[config.mk]
export PLATFORM = sky130hd
export DESIGN_NAME = cl_ocl_axil_master
export DESIGN_NICKNAME = d
export VERILOG_FILES = /design/src/rtl/cl_axil_mst_pkg.sv /design/src/rtl/cl_axil_mst_wdog.sv /design/src/rtl/cl_ocl_axil_master.sv
export SDC_FILE = /design/constraint.sdc
export NUM_CORES = 1
export LEC_CHECK = 0
export CAP_MARGIN = 20
export CORE_MARGIN = 10
export CORE_UTILIZATION = 39
export DETAILED_ROUTE_END_ITERATION = 16
export PLACE_DENSITY_LB_ADDON = 0.05
export REMOVE_ABC_BUFFERS = 1
export SLEW_MARGIN = 20
export SYNTH_ARGS = -nofsm -noshare
export SYNTH_HDL_FRONTEND = slang
export SYNTH_HIERARCHICAL = 1
export SYNTH_SLANG_ARGS = --single-unit
[constraint.sdc]
create_clock -name clk_main_a0 -period 2.2 [get_ports clk_main_a0]
set_input_delay 0.44 -clock clk_main_a0 [delete_from_list [all_inputs] [get_ports clk_main_a0]]
set_output_delay 0.44 -clock clk_main_a0 [all_outputs]
set_load 0.02 [all_outputs]
[src/rtl/cl_axil_mst_pkg.sv]
// Shared types and constants for the CL AXI-Lite register master.
package cl_axil_mst_pkg;

  typedef enum logic [2:0] {
    StIdle,
    StWrReq,
    StWrResp,
    StRdReq,
    StRdData,
    StRsp,
    StDrain
  } state_e;

  localparam logic [1:0]  AXI_RESP_OKAY   = 2'b00;
  localparam logic [1:0]  AXI_RESP_SLVERR = 2'b10;
  localparam logic [31:0] TIMEOUT_RDATA   = 32'hDEAD_DEAD;

endpackage

[src/rtl/cl_axil_mst_wdog.sv]
// Response-wait watchdog: counts cycles while i_active, flags the last allowed cycle.
module cl_axil_mst_wdog #(
  parameter int unsigned TIMEOUT_CYCLES = 1024
) (
  input  logic i_clk,
  input  logic i_rst,
  input  logic i_active,
  output logic o_expire
);

  logic [15:0] r_cnt;

  // Counter is held at zero outside the wait states, so entry always starts from 0.
  always_ff @(posedge i_clk) begin
    if (i_rst || !i_active) begin
      r_cnt <= '0;
    end else begin
      r_cnt <= r_cnt + 16'd1;
    end
  end

  assign o_expire = i_active && (r_cnt == 16'(TIMEOUT_CYCLES - 1));

endmodule

[src/rtl/cl_ocl_axil_master.sv]
// Single-outstanding AXI-Lite master for the CL register space.
// Optional response watchdog and drain path enabled by defining CL_AXIL_MST_TIMEOUT_EN.
module cl_ocl_axil_master
  import cl_axil_mst_pkg::*;
#(
  parameter int unsigned TIMEOUT_CYCLES = 1024
) (
  input  logic        clk_main_a0,
  input  logic        rst_main_sync,

  input  logic        cmd_valid,
  output logic        cmd_ready,
  input  logic        cmd_wr,
  input  logic [31:0] cmd_addr,
  input  logic [31:0] cmd_wdata,
  input  logic [3:0]  cmd_wstrb,

  output logic        rsp_valid,
  input  logic        rsp_ready,
  output logic        rsp_wr,
  output logic [31:0] rsp_rdata,
  output logic [1:0]  rsp_resp,
  output logic        rsp_timeout,
  output logic        busy,

  output logic        m_axi_awvalid,
  input  logic        m_axi_awready,
  output logic [31:0] m_axi_awaddr,
  output logic        m_axi_wvalid,
  input  logic        m_axi_wready,
  output logic [31:0] m_axi_wdata,
  output logic [3:0]  m_axi_wstrb,
  input  logic        m_axi_bvalid,
  output logic        m_axi_bready,
  input  logic [1:0]  m_axi_bresp,
  output logic        m_axi_arvalid,
  input  logic        m_axi_arready,
  output logic [31:0] m_axi_araddr,
  input  logic        m_axi_rvalid,
  output logic        m_axi_rready,
  input  logic [31:0] m_axi_rdata,
  input  logic [1:0]  m_axi_rresp
);

  if (TIMEOUT_CYCLES < 2 || TIMEOUT_CYCLES > 65535) begin : g_bad_timeout
    $error("TIMEOUT_CYCLES must be within 2..65535");
  end

  state_e      r_state;
  logic        r_cmd_ready;
  logic        r_busy;
  logic        r_wr;
  logic [31:0] r_addr;
  logic [31:0] r_wdata;
  logic [3:0]  r_wstrb;
  logic        r_awvalid;
  logic        r_wvalid;
  logic        r_bready;
  logic        r_arvalid;
  logic        r_rready;
  logic        r_rsp_valid;
  logic        r_rsp_wr;
  logic [31:0] r_rsp_rdata;
  logic [1:0]  r_rsp_resp;
  logic        r_rsp_timeout;
  logic        r_drain_pending;

  logic        w_aw_done;
  logic        w_w_done;
  logic        w_late_beat;
  logic        w_expire;

`ifdef CL_AXIL_MST_TIMEOUT_EN
  logic w_waiting;
  assign w_waiting = (r_state == StWrResp) || (r_state == StRdData);

  cl_axil_mst_wdog #(
    .TIMEOUT_CYCLES(TIMEOUT_CYCLES)
  ) u_wdog (
    .i_clk   (clk_main_a0),
    .i_rst   (rst_main_sync),
    .i_active(w_waiting),
    .o_expire(w_expire)
  );
`else
  assign w_expire = 1'b0;
`endif

  // AW and W complete independently; a channel is done once its valid has dropped.
  assign w_aw_done   = !r_awvalid || m_axi_awready;
  assign w_w_done    = !r_wvalid || m_axi_wready;
  assign w_late_beat = (r_bready && m_axi_bvalid) || (r_rready && m_axi_rvalid);

  always_ff @(posedge clk_main_a0) begin
    if (rst_main_sync) begin
      r_state         <= StIdle;
      r_cmd_ready     <= 1'b0;
      r_busy          <= 1'b0;
      r_wr            <= 1'b0;
      r_addr          <= '0;
      r_wdata         <= '0;
      r_wstrb         <= '0;
      r_awvalid       <= 1'b0;
      r_wvalid        <= 1'b0;
      r_bready        <= 1'b0;
      r_arvalid       <= 1'b0;
      r_rready        <= 1'b0;
      r_rsp_valid     <= 1'b0;
      r_rsp_wr        <= 1'b0;
      r_rsp_rdata     <= '0;
      r_rsp_resp      <= '0;
      r_rsp_timeout   <= 1'b0;
      r_drain_pending <= 1'b0;
    end else begin
      unique case (r_state)
        StIdle: begin
          r_cmd_ready <= 1'b1;
          if (cmd_valid && r_cmd_ready) begin
            r_cmd_ready <= 1'b0;
            r_busy      <= 1'b1;
            r_wr        <= cmd_wr;
            r_addr      <= cmd_addr;
            r_wdata     <= cmd_wdata;
            r_wstrb     <= cmd_wstrb;
            if (cmd_wr) begin
              r_awvalid <= 1'b1;
              r_wvalid  <= 1'b1;
              r_state   <= StWrReq;
            end else begin
              r_arvalid <= 1'b1;
              r_state   <= StRdReq;
            end
          end
        end
        StWrReq: begin
          if (m_axi_awready) r_awvalid <= 1'b0;
          if (m_axi_wready)  r_wvalid  <= 1'b0;
          if (w_aw_done && w_w_done) begin
            r_bready <= 1'b1;
            r_state  <= StWrResp;
          end
        end
        StWrResp: begin
          if (m_axi_bvalid) begin
            r_bready      <= 1'b0;
            r_rsp_valid   <= 1'b1;
            r_rsp_wr      <= r_wr;
            r_rsp_rdata   <= '0;
            r_rsp_resp    <= m_axi_bresp;
            r_rsp_timeout <= 1'b0;
            r_state       <= StRsp;
          end else if (w_expire) begin
            r_rsp_valid     <= 1'b1;
            r_rsp_wr        <= r_wr;
            r_rsp_rdata     <= TIMEOUT_RDATA;
            r_rsp_resp      <= AXI_RESP_SLVERR;
            r_rsp_timeout   <= 1'b1;
            r_drain_pending <= 1'b1;
            r_state         <= StRsp;
          end
        end
        StRdReq: begin
          if (m_axi_arready) begin
            r_arvalid <= 1'b0;
            r_rready  <= 1'b1;
            r_state   <= StRdData;
          end
        end
        StRdData: begin
          if (m_axi_rvalid) begin
            r_rready      <= 1'b0;
            r_rsp_valid   <= 1'b1;
            r_rsp_wr      <= r_wr;
            r_rsp_rdata   <= m_axi_rdata;
            r_rsp_resp    <= m_axi_rresp;
            r_rsp_timeout <= 1'b0;
            r_state       <= StRsp;
          end else if (w_expire) begin
            r_rsp_valid     <= 1'b1;
            r_rsp_wr        <= r_wr;
            r_rsp_rdata     <= TIMEOUT_RDATA;
            r_rsp_resp      <= AXI_RESP_SLVERR;
            r_rsp_timeout   <= 1'b1;
            r_drain_pending <= 1'b1;
            r_state         <= StRsp;
          end
        end
        StRsp: begin
          // A late beat of a timed-out transaction may already arrive here.
          if (r_drain_pending && w_late_beat) begin
            r_drain_pending <= 1'b0;
            r_bready        <= 1'b0;
            r_rready        <= 1'b0;
          end
          if (rsp_ready) begin
            r_rsp_valid <= 1'b0;
            if (r_drain_pending && !w_late_beat) begin
              r_state <= StDrain;
            end else begin
              r_busy      <= 1'b0;
              r_cmd_ready <= 1'b1;
              r_state     <= StIdle;
            end
          end
        end
        StDrain: begin
          if (w_late_beat) begin
            r_drain_pending <= 1'b0;
            r_bready        <= 1'b0;
            r_rready        <= 1'b0;
            r_busy          <= 1'b0;
            r_cmd_ready     <= 1'b1;
            r_state         <= StIdle;
          end
        end
        default: r_state <= StIdle;
      endcase
    end
  end

  assign cmd_ready     = r_cmd_ready;
  assign busy          = r_busy;
  assign rsp_valid     = r_rsp_valid;
  assign rsp_wr        = r_rsp_wr;
  assign rsp_rdata     = r_rsp_rdata;
  assign rsp_resp      = r_rsp_resp;
  assign rsp_timeout   = r_rsp_timeout;
  assign m_axi_awvalid = r_awvalid;
  assign m_axi_awaddr  = r_addr;
  assign m_axi_wvalid  = r_wvalid;
  assign m_axi_wdata   = r_wdata;
  assign m_axi_wstrb   = r_wstrb;
  assign m_axi_bready  = r_bready;
  assign m_axi_arvalid = r_arvalid;
  assign m_axi_araddr  = r_addr;
  assign m_axi_rready  = r_rready;

endmodule

# After elaboration in Yosys (flattened, before gate mapping)
# Cells that the tools add are included.
# op_classes
n_eq_ne,19
n_mux,52
n_reduce_logical,33
# op_table
op,count
two-way mux 32 bit,2
one-hot mux 32 bit (2 select lines),1
"!= test 2 bit, second input constant",13
two-way mux 1 bit,25
two-way mux 3 bit,8
one-hot mux 3 bit (7 select lines),1
AND reduction 4 bit,5
AND reduction 5 bit,3
one-hot mux 1 bit (2 select lines),6
"equality test 3 bit, second input constant",3
one-hot mux 1 bit (3 select lines),3
one-hot mux 1 bit (4 select lines),2
nonzero test 2 bit,4
nonzero test 4 bit,2
AND reduction 7 bit,1
"equality test 3 x 2 -> 1 bit, second input constant",2
logical AND 1 bit,6
two-way mux 2 bit,3
AND reduction 3 bit,2
nonzero test 3 bit,2
one-hot mux 2 bit (2 select lines),1
"equality test 3 x 1 -> 1 bit, second input constant",1
logical NOT 1 bit,3
logical NOT 3 bit,1
other kinds (2),4
# word_totals
reg_bits,117
input_bits,114
output_inout_bits,144
elab_cells,122

# Logic depth before layout (Yosys ltp)
# depth
word_depth,7
depth_mapped,7
depth_no_buf,4

# Least setup slack after synthesis
# Ideal clock, no wire load.
# synth_timing
path_kind,input -> register
from,input m_axi_bvalid
to,register r_state[0]
setup_time_ns,0.125
arrival_ns,1.415
required_ns,2.075
path_slack_ns,0.660
path_stages,4
path_buffers,0
path_cell_list,a22oi_1 > a31oi_2 > and4_1 > o41a_1
# synth_via
elab_chain_len,4
word_cells_on_any_way,5
cone_classes,eq/ne (2); reduce/logical (3)
# synth_rtl
item,line,rtl
from (decl),cl_ocl_axil_master.sv:33,"input logic m_axi_bvalid,"
logical AND 1 bit,cl_ocl_axil_master.sv:92,assign w_late_beat = (r_bready && m_axi_bvalid) || (r_rready && m_axi_rvalid);
logical OR 1 bit,cl_ocl_axil_master.sv:92,
!= test 2 bit (no source line),--,
AND reduction 7 bit (no source line) (*),--,
to (signal assigned),cl_ocl_axil_master.sv:96,r_state <= StIdle;
to (signal assigned),cl_ocl_axil_master.sv:128,r_state <= StWrReq;
to (signal assigned),cl_ocl_axil_master.sv:131,r_state <= StRdReq;
to (decl),cl_ocl_axil_master.sv:49,state_e r_state;
# Every way passes the cells marked *; elsewhere a longest branch is shown, timed or not.
# A chain may end at the register's enable or synchronous reset.

# Worst setup path in the final report
# layout_timing
from,register r_state[1]
to,register r_state[0]
# layout_via
elab_chain_len,3
word_cells_on_any_way,16
cone_classes,eq/ne (13); mux (1); reduce/logical (2)
# layout_rtl
item,line,rtl
"equality test 3 x 1 -> 1 bit, or another cell as far along",cl_ocl_axil_master.sv:115,unique case (r_state)
!= test 2 bit (no source line),--,
AND reduction 7 bit (no source line),--,
# Several ways; a longest one is shown, not always the timed one.

==> results.py <==
metrics = {
    "grt": {
        "antenna_found_initial": 0,
        "grt_overflow": 0,
        "grt_max_degree": 50,
        "grt_pass1_wl_um": 24900,
        "grt.total_usage_pct": 18.8,
        "grt_pass1_vias": 4506,
    },
    "clock_tree": {
        "clockRootBuffer": "clkbuf_16",
        "cts.clk_slew.worst_paths_ps": 50,
        "cts.htree.levels": 4,
        "cts_resized": 0,
        "cts_tree": "done",
        "clk_latency_ps": 400,
        "numClockSinks": 115,
        "post-cts-setup-buffer-count": 0,
        "cts_buffer_depth": 2,
        "cts_made_buffers": 17,
        "ctsHoldBuffers": 0,
    },
    "finish": {
        "seq_area_sq_um": 2300,
        "nNetsFinal": 896,
        "num-fill-cells": 988,
        "final_cell_mix": "255 x clkdlybuf4s50_1, 140 x nand2_1, 115 x dfxtp_1",
        "area_growth_pct": 65.5,
        "layout-drive-gt1-share_pct": 6.42,
        "multiInputGateArea_sq_um": 1900,
        "final_common_cell": "clkdlybuf4s50_1",
        "final_core_util_pct": 66.7,
        "diodes": 0,
        "stdcell_area_sq_um": 7710,
    },
    "drt": {
        "highest_layer": "met4",
        "dr_wl_met2_um": 8520,
        "via_per_inst": 4.97,
        "dr_wl_met3_um": 1290,
        "drc_errors": 0,
        "drtIter0Drc": 280,
        "antenna_left": 0,
        "avgRoutedWirePerCell_um": 17.6,
        "vias": 4662,
        "met1Wirelength_um": 6490,
        "routed_wl_um": 16500,
        "first_pass_iters": 4,
    },
    "setup_path": {
        "critPathRequiredTime_ps": 2480,
        "crit_type": "reg -> reg",
        "rr_worst_depth": 4,
        "crit_fanout": 12,
        "endpoint_kind": "flop",
        "start_kind": "flop",
        "critical_path_arrival_ps": 2190,
    },
    "sta": {
        "tightestPinTransition_ps": 566,
        "fin_crit_ps": 1910,
        "clock_skew_ps": 6.63,
        "finalMaxSlewViolations": 0,
        "rsz0062_at_grt": "no",
        "final.period_utilization_pct": 86.8,
        "fmax_ghz": 0.524,
        "relSlewSlack_pct": 62.2,
        "final-hold-violation-count": 0,
        "setup_viol": 0,
    },
    "min_path": {
        "hold_depth": 2,
        "hold_path.class": "reg -> reg",
    },
    "yosys": {
        "postSynthCellCount": 570,
        "yosys_most_used_dff": "dfxtp_1",
        "seq_area_frac_synth_pct": 49.4,
        "yosysTopAreaCell": "dfxtp_1",
        "yosys-top-cells-area": "dfxtp_1 49%, a21oi_1 12%, nand2_1 11%",
        "synth_top_area_share_pct": 49.4,
        "yosysWarnings": 6,
        "synth-edff-count": 0,
        "synth_area_sq_um": 4660,
        "async_flop_share_pct": 0,
        "synth_cell_types": 43,
        "avgSynthCellArea_sq_um": 8.17,
        "synth_seq_cells": 115,
    },
    "floorplan": {
        "num_rows": 39,
        "coreArea_sq_um": 11600,
        "die_h_um": 129,
        "die_area_sq_um": 16700,
        "die_width_um": 129,
        "ioPinCount": 258,
        "start_util_pct": 40.3,
    },
    "power_and_ir_drop": {
        "power.density_nw_per_um2": 1060,
        "leakage_nw": 2.65,
        "ir_drop_mv": 0.669,
    },
    "placed_design": {
        "post_dp_cell_area_sq_um": 7130,
        "hpwl_um": 12500,
        "io_buffers": 256,
        "place_congestion": 0.833,
    },
    "flow_run": {
        "drv_cap": 0,
    },
    "status": {
        "status": "finished clean",
    },
}
==> state kept, by name, summed over array words and instances (netlist names) <==
| signal | flops |
|---|---|
| rsp_resp | 2 |
| r_wr | 1 |
| r_state | 3 |
| rsp_wr | 1 |
| busy | 1 |
| m_axi_wstrb | 4 |
| m_axi_bready | 1 |
| m_axi_awvalid | 1 |
| m_axi_rready | 1 |
| cmd_ready | 1 |
| rsp_rdata | 32 |
| rsp_valid | 1 |
| m_axi_wvalid | 1 |
| m_axi_araddr | 32 |
| m_axi_wdata | 32 |
| m_axi_arvalid | 1 |
==> critical path: stages, from the launching register on <==
cell and delay [ps]:
dfxtp_1 600, nor2b_1 380, a31oi_2 180, and4_1 240, o41a_1 400
==> final timing paths <==
check / startpoint / to / slack [ps]
worst max-delay path: r_state[1]$_SDFFE_PP0P_ / r_state[0]$_SDFFE_PP0P_ / 290
worst max register to register: r_state[1]$_SDFFE_PP0P_ / r_state[0]$_SDFFE_PP0P_ / 290
worst min-delay path: m_axi_wstrb[3]$_SDFFE_PP0P_ / m_axi_wstrb[3]$_SDFFE_PP0P_ / 450
worst min register to register: m_axi_wstrb[3]$_SDFFE_PP0P_ / m_axi_wstrb[3]$_SDFFE_PP0P_ / 450
==> stage by stage <==
step	hold WS [ps]	setup WS (ps)	power, W	TNS (ps)	std cells
after floorplan	430	-408	0.00404	-29710	494
after global placement	442	85.2	0.00550	0	906
after detailed placement	446	34.3	0.00555	0	906
after CTS	453	290	0.00821	0	938
after global routing	468	164	0.00856	0	938
final	450	290	0.00814	0	938
==> final cells by class <==
type | count | share of cell area [%]
clock buffer | 29 | 7.01
multi-input combinational | 374 | 24.6
sequential | 115 | 29.9
inverter | 5 | 0.243
timing repair buffer | 269 | 35.4
tap | 143 | 2.32
clock inverter | 3 | 0.519
==> cell usage after synthesis, drive strengths merged (2+ instances only) <==
cell,n
a32oi,2
nor2b,3
mux2i,3
a31oi,2
inv,5
nand3b,2
nand4,2
nor3,3
dfxtp,115
nand3,35
buf,53
a311oi,2
nand2b,35
and4,3
nand2,140
clkbuf,23
a21oi,109
a211oi,5
nor2,10
==> layer usage <==
layer | global-route usage, % | up-vias
met5 | 0 | -
met4 | 6.49 | 0
met3 | 6.12 | 19
met2 | 33.8 | 171
met1 | 20.3 | 2171
li1 | - | 2301
==> cells by family (layout without fill, tap and decap cells) <==
kind of cell	count (synthesis)	after routing	share of synthesized area, %
compound gates	132	132	16.0
buf+inv	81	306	10.2
flops	115	115	49.4
mux	3	3	0.645
other cells	1	1	0.0805
simple gates	238	238	23.7
==> power breakdown <==
group          internal, W  switching [W]
registers          0.00239       0.000251
logic              0.00132        0.00154
clock network      0.00176       0.000885
Note: power is estimated with default switching activity, not from simulation.
